**src/rtl/sad_pkg.sv**
```systemverilog
// Shared definitions for the SAD minimum search: search FSM encoding and width helpers.
package sad_pkg;

    typedef enum logic [1:0] {
        ST_IDLE   = 2'd0,
        ST_SEARCH = 2'd1,
        ST_DONE   = 2'd2
    } state_e;

    function automatic int sad_width(input int dwidth);
        return dwidth + 8;
    endfunction

    // Smallest signed width able to hold +/-range.
    function automatic int mv_min_width(input int range);
        return $clog2(range + 1) + 1;
    endfunction

endpackage

```
**src/rtl/sad_mv_raster_cnt.sv**
```systemverilog
// Signed x/y raster counter over [-RANGE, +RANGE]^2; x fastest. Flags the last candidate (+RANGE, +RANGE).
module sad_mv_raster_cnt #(
    parameter int RANGE = 4,
    parameter int MVW   = 5
) (
    input  logic                  clk,
    input  logic                  rstn,
    input  logic                  clr_i,
    input  logic                  adv_i,
    output logic signed [MVW-1:0] x_o,
    output logic signed [MVW-1:0] y_o,
    output logic                  last_o
);

    localparam logic signed [MVW-1:0] MV_MAX = MVW'(RANGE);
    localparam logic signed [MVW-1:0] MV_MIN = -MV_MAX;

    logic signed [MVW-1:0] x_q;
    logic signed [MVW-1:0] y_q;

    always_ff @(posedge clk or negedge rstn) begin
        if (!rstn) begin
            x_q <= MV_MIN;
            y_q <= MV_MIN;
        end else if (clr_i) begin
            x_q <= MV_MIN;
            y_q <= MV_MIN;
        end else if (adv_i) begin
            if (x_q == MV_MAX) begin
                x_q <= MV_MIN;
                // Wrapping y after the last candidate leaves the counter ready for the next search.
                y_q <= (y_q == MV_MAX) ? MV_MIN : y_q + MVW'(1);
            end else begin
                x_q <= x_q + MVW'(1);
            end
        end
    end

    assign x_o    = x_q;
    assign y_o    = y_q;
    assign last_o = (x_q == MV_MAX) && (y_q == MV_MAX);

endmodule

```
**src/rtl/sad_min_search.sv**
```systemverilog
// Tracks the minimum SAD and its motion vector over a full +/-RANGE search window.
// Optional SAD_MIN_ZERO_BIAS_EN: the (0,0) candidate competes with a saturating ZERO_BIAS credit.
module sad_min_search
    import sad_pkg::*;
#(
    parameter int DWIDTH    = 8,
    parameter int RANGE     = 4,
    parameter int MVW       = 5,
    parameter int ZERO_BIAS = 16
) (
    input  logic                  clk,
    input  logic                  rstn,
    input  logic                  start,
    input  logic [DWIDTH+7:0]     sad,
    input  logic                  sad_vld,
    output logic signed [MVW-1:0] cand_mvx,
    output logic signed [MVW-1:0] cand_mvy,
    output logic                  busy,
    output logic                  done,
    output logic [DWIDTH+7:0]     best_sad,
    output logic signed [MVW-1:0] best_mvx,
    output logic signed [MVW-1:0] best_mvy,
    output logic                  err_stray
);

    localparam int SAD_W = sad_width(DWIDTH);

    state_e                state_q;
    logic                  done_q;
    logic                  err_stray_q;
    logic [SAD_W-1:0]      min_key_q;
    logic [SAD_W-1:0]      best_sad_q;
    logic signed [MVW-1:0] best_mvx_q;
    logic signed [MVW-1:0] best_mvy_q;

    logic signed [MVW-1:0] cnt_x;
    logic signed [MVW-1:0] cnt_y;
    logic                  cnt_last;
    logic                  cnt_clr;
    logic                  cnt_adv;
    logic [SAD_W-1:0]      key;

    assign cnt_clr = (state_q == ST_IDLE) && start;
    assign cnt_adv = (state_q == ST_SEARCH) && sad_vld;

    sad_mv_raster_cnt #(
        .RANGE (RANGE),
        .MVW   (MVW)
    ) u_raster (
        .clk    (clk),
        .rstn   (rstn),
        .clr_i  (cnt_clr),
        .adv_i  (cnt_adv),
        .x_o    (cnt_x),
        .y_o    (cnt_y),
        .last_o (cnt_last)
    );

`ifdef SAD_MIN_ZERO_BIAS_EN
    localparam logic [SAD_W-1:0] BIAS = SAD_W'(ZERO_BIAS);

    always_comb begin
        key = sad;
        if (cnt_x == '0 && cnt_y == '0) begin
            key = (sad > BIAS) ? sad - BIAS : '0;
        end
    end
`else
    logic zero_bias_unused;
    assign zero_bias_unused = ^ZERO_BIAS;
    assign key = sad;
`endif

    always_ff @(posedge clk or negedge rstn) begin
        if (!rstn) begin
            state_q     <= ST_IDLE;
            done_q      <= 1'b0;
            err_stray_q <= 1'b0;
            min_key_q   <= '1;
            best_sad_q  <= '0;
            best_mvx_q  <= '0;
            best_mvy_q  <= '0;
        end else begin
            done_q      <= 1'b0;
            err_stray_q <= sad_vld && (state_q != ST_SEARCH);
            case (state_q)
                ST_IDLE: begin
                    if (start) begin
                        state_q   <= ST_SEARCH;
                        min_key_q <= '1;
                    end
                end
                ST_SEARCH: begin
                    if (sad_vld) begin
                        // Strict compare: on ties the earlier raster candidate stays the winner.
                        if (key < min_key_q) begin
                            min_key_q  <= key;
                            best_sad_q <= sad;
                            best_mvx_q <= cnt_x;
                            best_mvy_q <= cnt_y;
                        end
                        if (cnt_last) begin
                            state_q <= ST_DONE;
                            done_q  <= 1'b1;
                        end
                    end
                end
                ST_DONE: state_q <= ST_IDLE;
                default: state_q <= ST_IDLE;
            endcase
        end
    end

    assign busy      = (state_q == ST_SEARCH);
    assign done      = done_q;
    assign err_stray = err_stray_q;
    assign best_sad  = best_sad_q;
    assign best_mvx  = best_mvx_q;
    assign best_mvy  = best_mvy_q;
    assign cand_mvx  = cnt_x;
    assign cand_mvy  = cnt_y;

endmodule

```
**config.mk**
```make
export PLATFORM = sky130hd
export DESIGN_NAME = sad_min_search
export DESIGN_NICKNAME = d
export VERILOG_FILES = /design/src/rtl/sad_pkg.sv /design/src/rtl/sad_mv_raster_cnt.sv /design/src/rtl/sad_min_search.sv
export SDC_FILE = /design/constraint.sdc
export NUM_CORES = 1
export LEC_CHECK = 0
export BUFFER_PORTS_ARGS = -buffer_cell sky130_fd_sc_hd__clkbuf_2
export CORE_AREA = 8 8 84 86
export CTS_BUF_LIST = sky130_fd_sc_hd__clkbuf_2
export DETAILED_ROUTE_END_ITERATION = 8
export DIE_AREA = 0 0 92 94
export PLACE_DENSITY = 0.85
export SLEW_MARGIN = 15
export SYNTH_ARGS = -nofsm -noshare
export SYNTH_HDL_FRONTEND = slang
export SYNTH_HIERARCHICAL = 1
export SYNTH_SLANG_ARGS = --single-unit
```
**constraint.sdc**
```tcl
create_clock -name clk -period 3.4 [get_ports clk]
set_input_delay 0.17 -clock clk [delete_from_list [all_inputs] [get_ports clk]]
set_output_delay 0.17 -clock clk [all_outputs]
set_load 0.1 [all_outputs]
```
== Word level (Yosys, flattened, before mapping) ==
Cells that the tools add are included.

* $add $sub $neg: 2
* $lt $le $gt $ge: 1
* Equality and inequality tests: 8
* Muxes and demuxes: 18
* Reduce and logical (&&, ||, !) cells: 12

{| class="wikitable"
|+ Operators by type and width
! kind !! count
|-
| 2-to-1 mux 16 bit || 3
|-
| 2-to-1 mux 5 bit || 7
|-
| one-hot mux 16 bit (2 select lines) || 1
|-
| less-than comparator 16 bit || 1
|-
| adder 5 x 2 -> 5 bit (second input constant) || 2
|-
| == test 5 x 4 -> 1 bit (second input constant) || 2
|-
| 2-to-1 mux 2 bit || 3
|-
| != test 2 x 1 -> 1 bit (second input constant) || 3
|-
| AND reduction 3 bit || 2
|-
| nonzero test 2 bit || 3
|-
| logical AND 1 bit || 4
|-
| != test 2 bit (second input constant) || 2
|-
| one-hot mux 2 bit (2 select lines) || 1
|-
| AND reduction 4 bit || 1
|-
| 2-to-1 mux 1 bit || 3
|-
| == test 2 x 1 -> 1 bit (second input constant) || 1
|-
| logical NOT 2 bit || 1
|-
| AND reduction 2 bit || 1
|}

* Logic and storage cells: 50
* Register bits after elaboration: 56
* Input port bits: 20
* Output and inout bits: 39

== Logic depth before layout (Yosys ltp) ==
* Word-level depth: 5
* Gate-level depth with buffers: 8
* Depth with buffers taken out: 7

== Hierarchy ==
Netlist, hierarchy kept.

{| class="wikitable"
|+ Modules (own cells, without submodules)
! module !! sequential area each (um2) !! times used !! cells an instance !! area an instance (um2)
|-
| sad_min_search || 1171.1 || 1 || 190 || 2438.6
|-
| sad_mv_raster_cnt || 257.7 || 1 || 61 || 633.1
|}

== Least setup slack after synthesis ==
Ideal clock, no wire load.

* Kind: flip-flop to flip-flop
* Start: register min_key_q[15]
* End: register best_mvx_q[0] (netlist: best_mvx[0])
* Data arrival time: 2.368 ns
* Required time: 3.274 ns
* Path buffers: 1
* Stages on the path, launching flop included: 9
* Slack: 0.906 ns
* Library setup time: 0.126 ns
* Clock period less this slack: 2.494 ns
* Path through: dfstp_2 -> inv_1 -> ha_1 -> and4_4 -> a21oi_1 -> o211ai_1 -> nor4_4 -> buf_6 -> mux2_4

* Longest elaborated chain between the ends: 2

{| class="wikitable"
|+ RTL lines
! item !! line !! source
|-
| start: declaration || sad_min_search.sv:31 || <nowiki>logic [SAD_W-1:0] min_key_q;</nowiki>
|-
| start signal: assignment || sad_min_search.sv:97 || <nowiki>min_key_q <= key;</nowiki>
|-
| less-than comparator 16 bit || sad_min_search.sv:96 || <nowiki>if (key < min_key_q) begin</nowiki>
|-
| AND reduction 3 bit (no line) || -- ||
|-
| end signal: assignment || sad_min_search.sv:99 || <nowiki>best_mvx_q <= cnt_x;</nowiki>
|-
| end: declaration || sad_min_search.sv:33 || <nowiki>logic signed [MVW-1:0] best_mvx_q;</nowiki>
|}

No other way between the ends.
A chain may end at the register's enable or synchronous reset.

== Worst setup path in the final report ==
* Start: register min_key_q[13]
* End: register best_sad_q[8] (netlist: best_sad[8])

* Longest elaborated chain between the ends: 2

{| class="wikitable"
|+ RTL lines
! item !! line !! source
|-
| less-than comparator 16 bit || sad_min_search.sv:96 ||
|-
| AND reduction 3 bit (no line) || -- ||
|-
| end signal: assignment || sad_min_search.sv:80 || <nowiki>best_sad_q <= '0;</nowiki>
|-
| end signal: assignment || sad_min_search.sv:98 || <nowiki>best_sad_q <= sad;</nowiki>
|-
| end: declaration || sad_min_search.sv:32 || <nowiki>logic [SAD_W-1:0] best_sad_q;</nowiki>
|}

No other way between the ends.

==> metrics.md <==
| Metric | Value |
|---|---|
| Result of the run | `finished clean` |
| Wire length of the first global-routing pass | `11.2 mm` |
| Startpoint of the lowest-slack register-to-register path | `min_key_q[13]` |
| Fraction of layout instances using a drive strength above 1 | `0.405` |
| Crit Path Class | `flop to flop` |
| Multiplexer share of the synthesized area | `0.182` |
| Average wire per cell in the routed design | `16.2 um` |
| Count of filler cells inserted in the layout | `452` |
| CTS clock-pin slew for the worst setup and hold paths | `0.29 ns` |
| Area added between synthesis and finish | `19.6%` |
| Quantity of gates resized following cts | `0` |
| Compound-gate portion of the synthesized area | `0.105` |
| Post-synthesis cell area | `3070 sq um` |
| Antenna Nets Post-Route | `0` |
| Uppermost routed layer | `met4` |
| Type of the tightest min-delay check | `primary input to flop` |
| Sum of routed wire segments on met1 | `2.89 mm` |
| Area of the multi-input gates | `1510 sq um` |
| Area used by sequential logic in the layout | `1430 sq um` |
| Layout net count | `369` |
| Width of the die | `92 um` |
| Commonest cells after routing, fill and taps aside | `clkbuf_2, dfrtp_1, dfstp_2, inv_1` |
| Full die area | `8650 sq um` |
| Synthesized instance count | `251` |
| Arrival time at the worst endpoint | `3.17 ns` |
| Number of warnings issued by yosys | `6` |
| Post-detailed-route DRC marker count | `0` |
| Initial cell density of the core | `0.535` |
| Max Root-Sink Buffers | `2` |
| Area share of fa/ha/maj cells after synthesis | `0.0774` |
| Worst-margin pin slew | `1.12 ns` |
| DIE HEIGHT | `94 um` |
| Met3 routed wirelength | `311 um` |
| Source-to-sink clock delay at the later pin of the worst-skew pair | `0.47 ns` |
| Post-synthesis cell type count | `46` |
| IO Count | `59` |
| Syn nets | `290` |
| Top cells by area in the synthesized netlist | `dfrtp_1, dfstp_2, mux2_4` |
| First element of the critical path | `min_key_q[13]` |
| Clock tree from TritonCTS | `built` |
| Max Slew Vio Count | `0` |
| Vias in the first global route | `2300` |
| Final worst path period share | `0.821` |
| Endpoints failing setup | `0` |
| Cell chosen for the clock root | `clkbuf_2` |
| Antenna violations before repair | `0` |
| Maximum number of pins on one net before global-route repair | `38` |
| Final Hold Slack | `0.257 ns` |
| Vias | `2244` |
| Setup TNS Final | `0 ns` |
| Violation count after the first detailed-route iteration | `87` |
| Post-Route WL | `6.56 mm` |
| RSZ-0062 raised after global routing | `no` |
| Placed wire-length estimate after detailed placement | `4.67 mm` |
| Portion of synthesized cell area occupied by the leading cell type | `0.277` |
| Via-to-Cell Ratio | `5.53` |
| Core box area | `5750 sq um` |
| Headroom to the max-slew limit | `0.248` |
| Cell type with the highest aggregate area in the netlist | `dfrtp_1` |
| Kind of end point of the critical path | `flop` |
| Achievable Freq | `0.358 GHz` |
| Mapped Avg Cell Area | `12.2 sq um` |
| Clock buffers created by TritonCTS | `5` |
| DR WL met2 | `3.28 mm` |
| Number of setup buffers added after CTS | `0` |
| Total number of clock tree sinks | `56` |
| Clock period minus final worst setup slack | `2.79 ns` |
| Share of the core filled with cells in the final layout | `0.640` |
| Max capacitance violation total | `0` |
| Placed cell areas | `3450 sq um` |
| Overflow left after global routing | `0` |
| Most common cell after layout, fill and taps aside | `clkbuf_2` |
| Highest fanout seen on the critical path | `22` |
| Antenna diodes | `0` |
| Worst clock skew | `0.0233 ns` |
| FF+latch count, synth | `56` |
| GPL Wtd Cong | `0.772` |
| Data required time at the worst endpoint | `3.78 ns` |
| Post-route standard cell area excluding fillers | `3670 sq um` |
| Hold Path Origin | `start` |
| Dominant combinational cell family by area after synthesis | `multiplexers` |
| Number of buffers inserted by port buffering | `58` |
| Overall fraction of global-route tracks in use | `0.158` |
| Number of hold violations in the final report | `0` |
| Startpoint type of the worst setup path | `flop` |
| Simple logic cell fraction of the synthesized area | `0.122` |
| Router iterations before antenna repair | `4` |
| Part of the Yosys area used for sequential elements | `0.465` |
| Number of placement rows | `28` |
| Xor and xnor fraction of the mapped netlist area | `0.00285` |
| H-tree depth | `2` |
## stage by stage
stage          setup slack (ns)  cells
6_report                  0.607    406
5_1_grt                   0.500    406
4_1_cts                   0.602    406
3_5_place_dp              0.604    380
3_3_place_gp              0.737    380
2_1_floorplan             0.906    251
## cell families (layout without fill, tap and decap cells)
family / count (synthesis) / after routing
AO/OA/AOI/OAI: 43 / 43
XOR/XNOR: 1 / 1
adder cells (fa/ha/maj): 19 / 19
buffers and inverters: 30 / 110
flip-flops: 56 / 56
multiplexers: 45 / 45
AND/OR/NAND/NOR: 57 / 57
## routing by layer
| metal | vias up | global-route usage |
|---|---|---|
| met5 | - | 0 |
| met4 | 0 | 0.0483 |
| met3 | 8 | 0.0336 |
| met2 | 54 | 0.269 |
| met1 | 1111 | 0.195 |
| li1 | 1071 | - |
## synth_stat cells, drive strengths merged
| cell type | instances |
|---|---|
| a2bb2oi | 1 |
| xor2 | 1 |
| nand3 | 3 |
| buf | 4 |
| ha | 19 |
| nor2 | 20 |
| nand4 | 4 |
| and2 | 3 |
| mux2i | 18 |
| a2111oi | 2 |
| dfstp | 22 |
| nor4 | 3 |
| nor3 | 2 |
| o21bai | 1 |
| or3b | 1 |
| nor2b | 1 |
| and3b | 2 |
| dfrtp | 34 |
| nand2b | 3 |
| o21ai | 2 |
| clkbuf | 5 |
| and3 | 4 |
| nand2 | 5 |
| mux2 | 27 |
| a21o | 4 |
| and4bb | 3 |
| a311oi | 1 |
| o22ai | 16 |
| a211oi | 4 |
| o211ai | 2 |
| inv | 21 |
| a31oi | 2 |
| a21oi | 8 |
| and4 | 2 |
| and2b | 1 |
## worst max-delay path: stages, from the launching register on
cell	delay, ns
dfstp_2	0.60
inv_1	0.04
ha_1	0.29
a21oi_1	0.18
a2bb2oi_1	0.21
o211ai_1	0.21
nor4_4	0.54
buf_12	0.28
mux2_2	0.37
## sequential cells by signal (all words and copies together), names as in the netlist
signal / count
done: 1
state_q: 2
u_raster/y_o: 5
u_raster/x_o: 5
best_sad: 16
best_mvy: 5
best_mvx: 5
min_key_q: 16
err_stray: 1
## what timing repair did
action                                 4_1_cts  5_1_grt
setup endpoints to repair                    0        0
hold buffers                                18        0
endpoints found under the hold margin       40        0
## layout make-up
class	instances	share of cell area
clock buffers	5	0.00681
clock inverters	3	0.00511
inverters	21	0.0215
multi-input cells	165	0.411
flip-flops and latches	56	0.389
well taps	75	0.0255
repair buffers	81	0.142
## worst paths after layout
kind | end | slack [ns] | cells past startpoint
setup reg to reg | best_sad[8] | 0.61 | 8
setup / recovery | best_sad[8] | 0.61 | 8
hold / removal | u_raster/x_o[0] | 0.26 | 4
min in group asynchronous | best_mvy[2] | 0.31 | 2
hold reg to reg | best_sad[11] | 0.55 | 1
max in group asynchronous | min_key_q[1] | 2.22 | 3
Power is left out: the tool's default activity adds up to more than one toggle a clock period on the data nets, which glitch-free logic cannot reach.
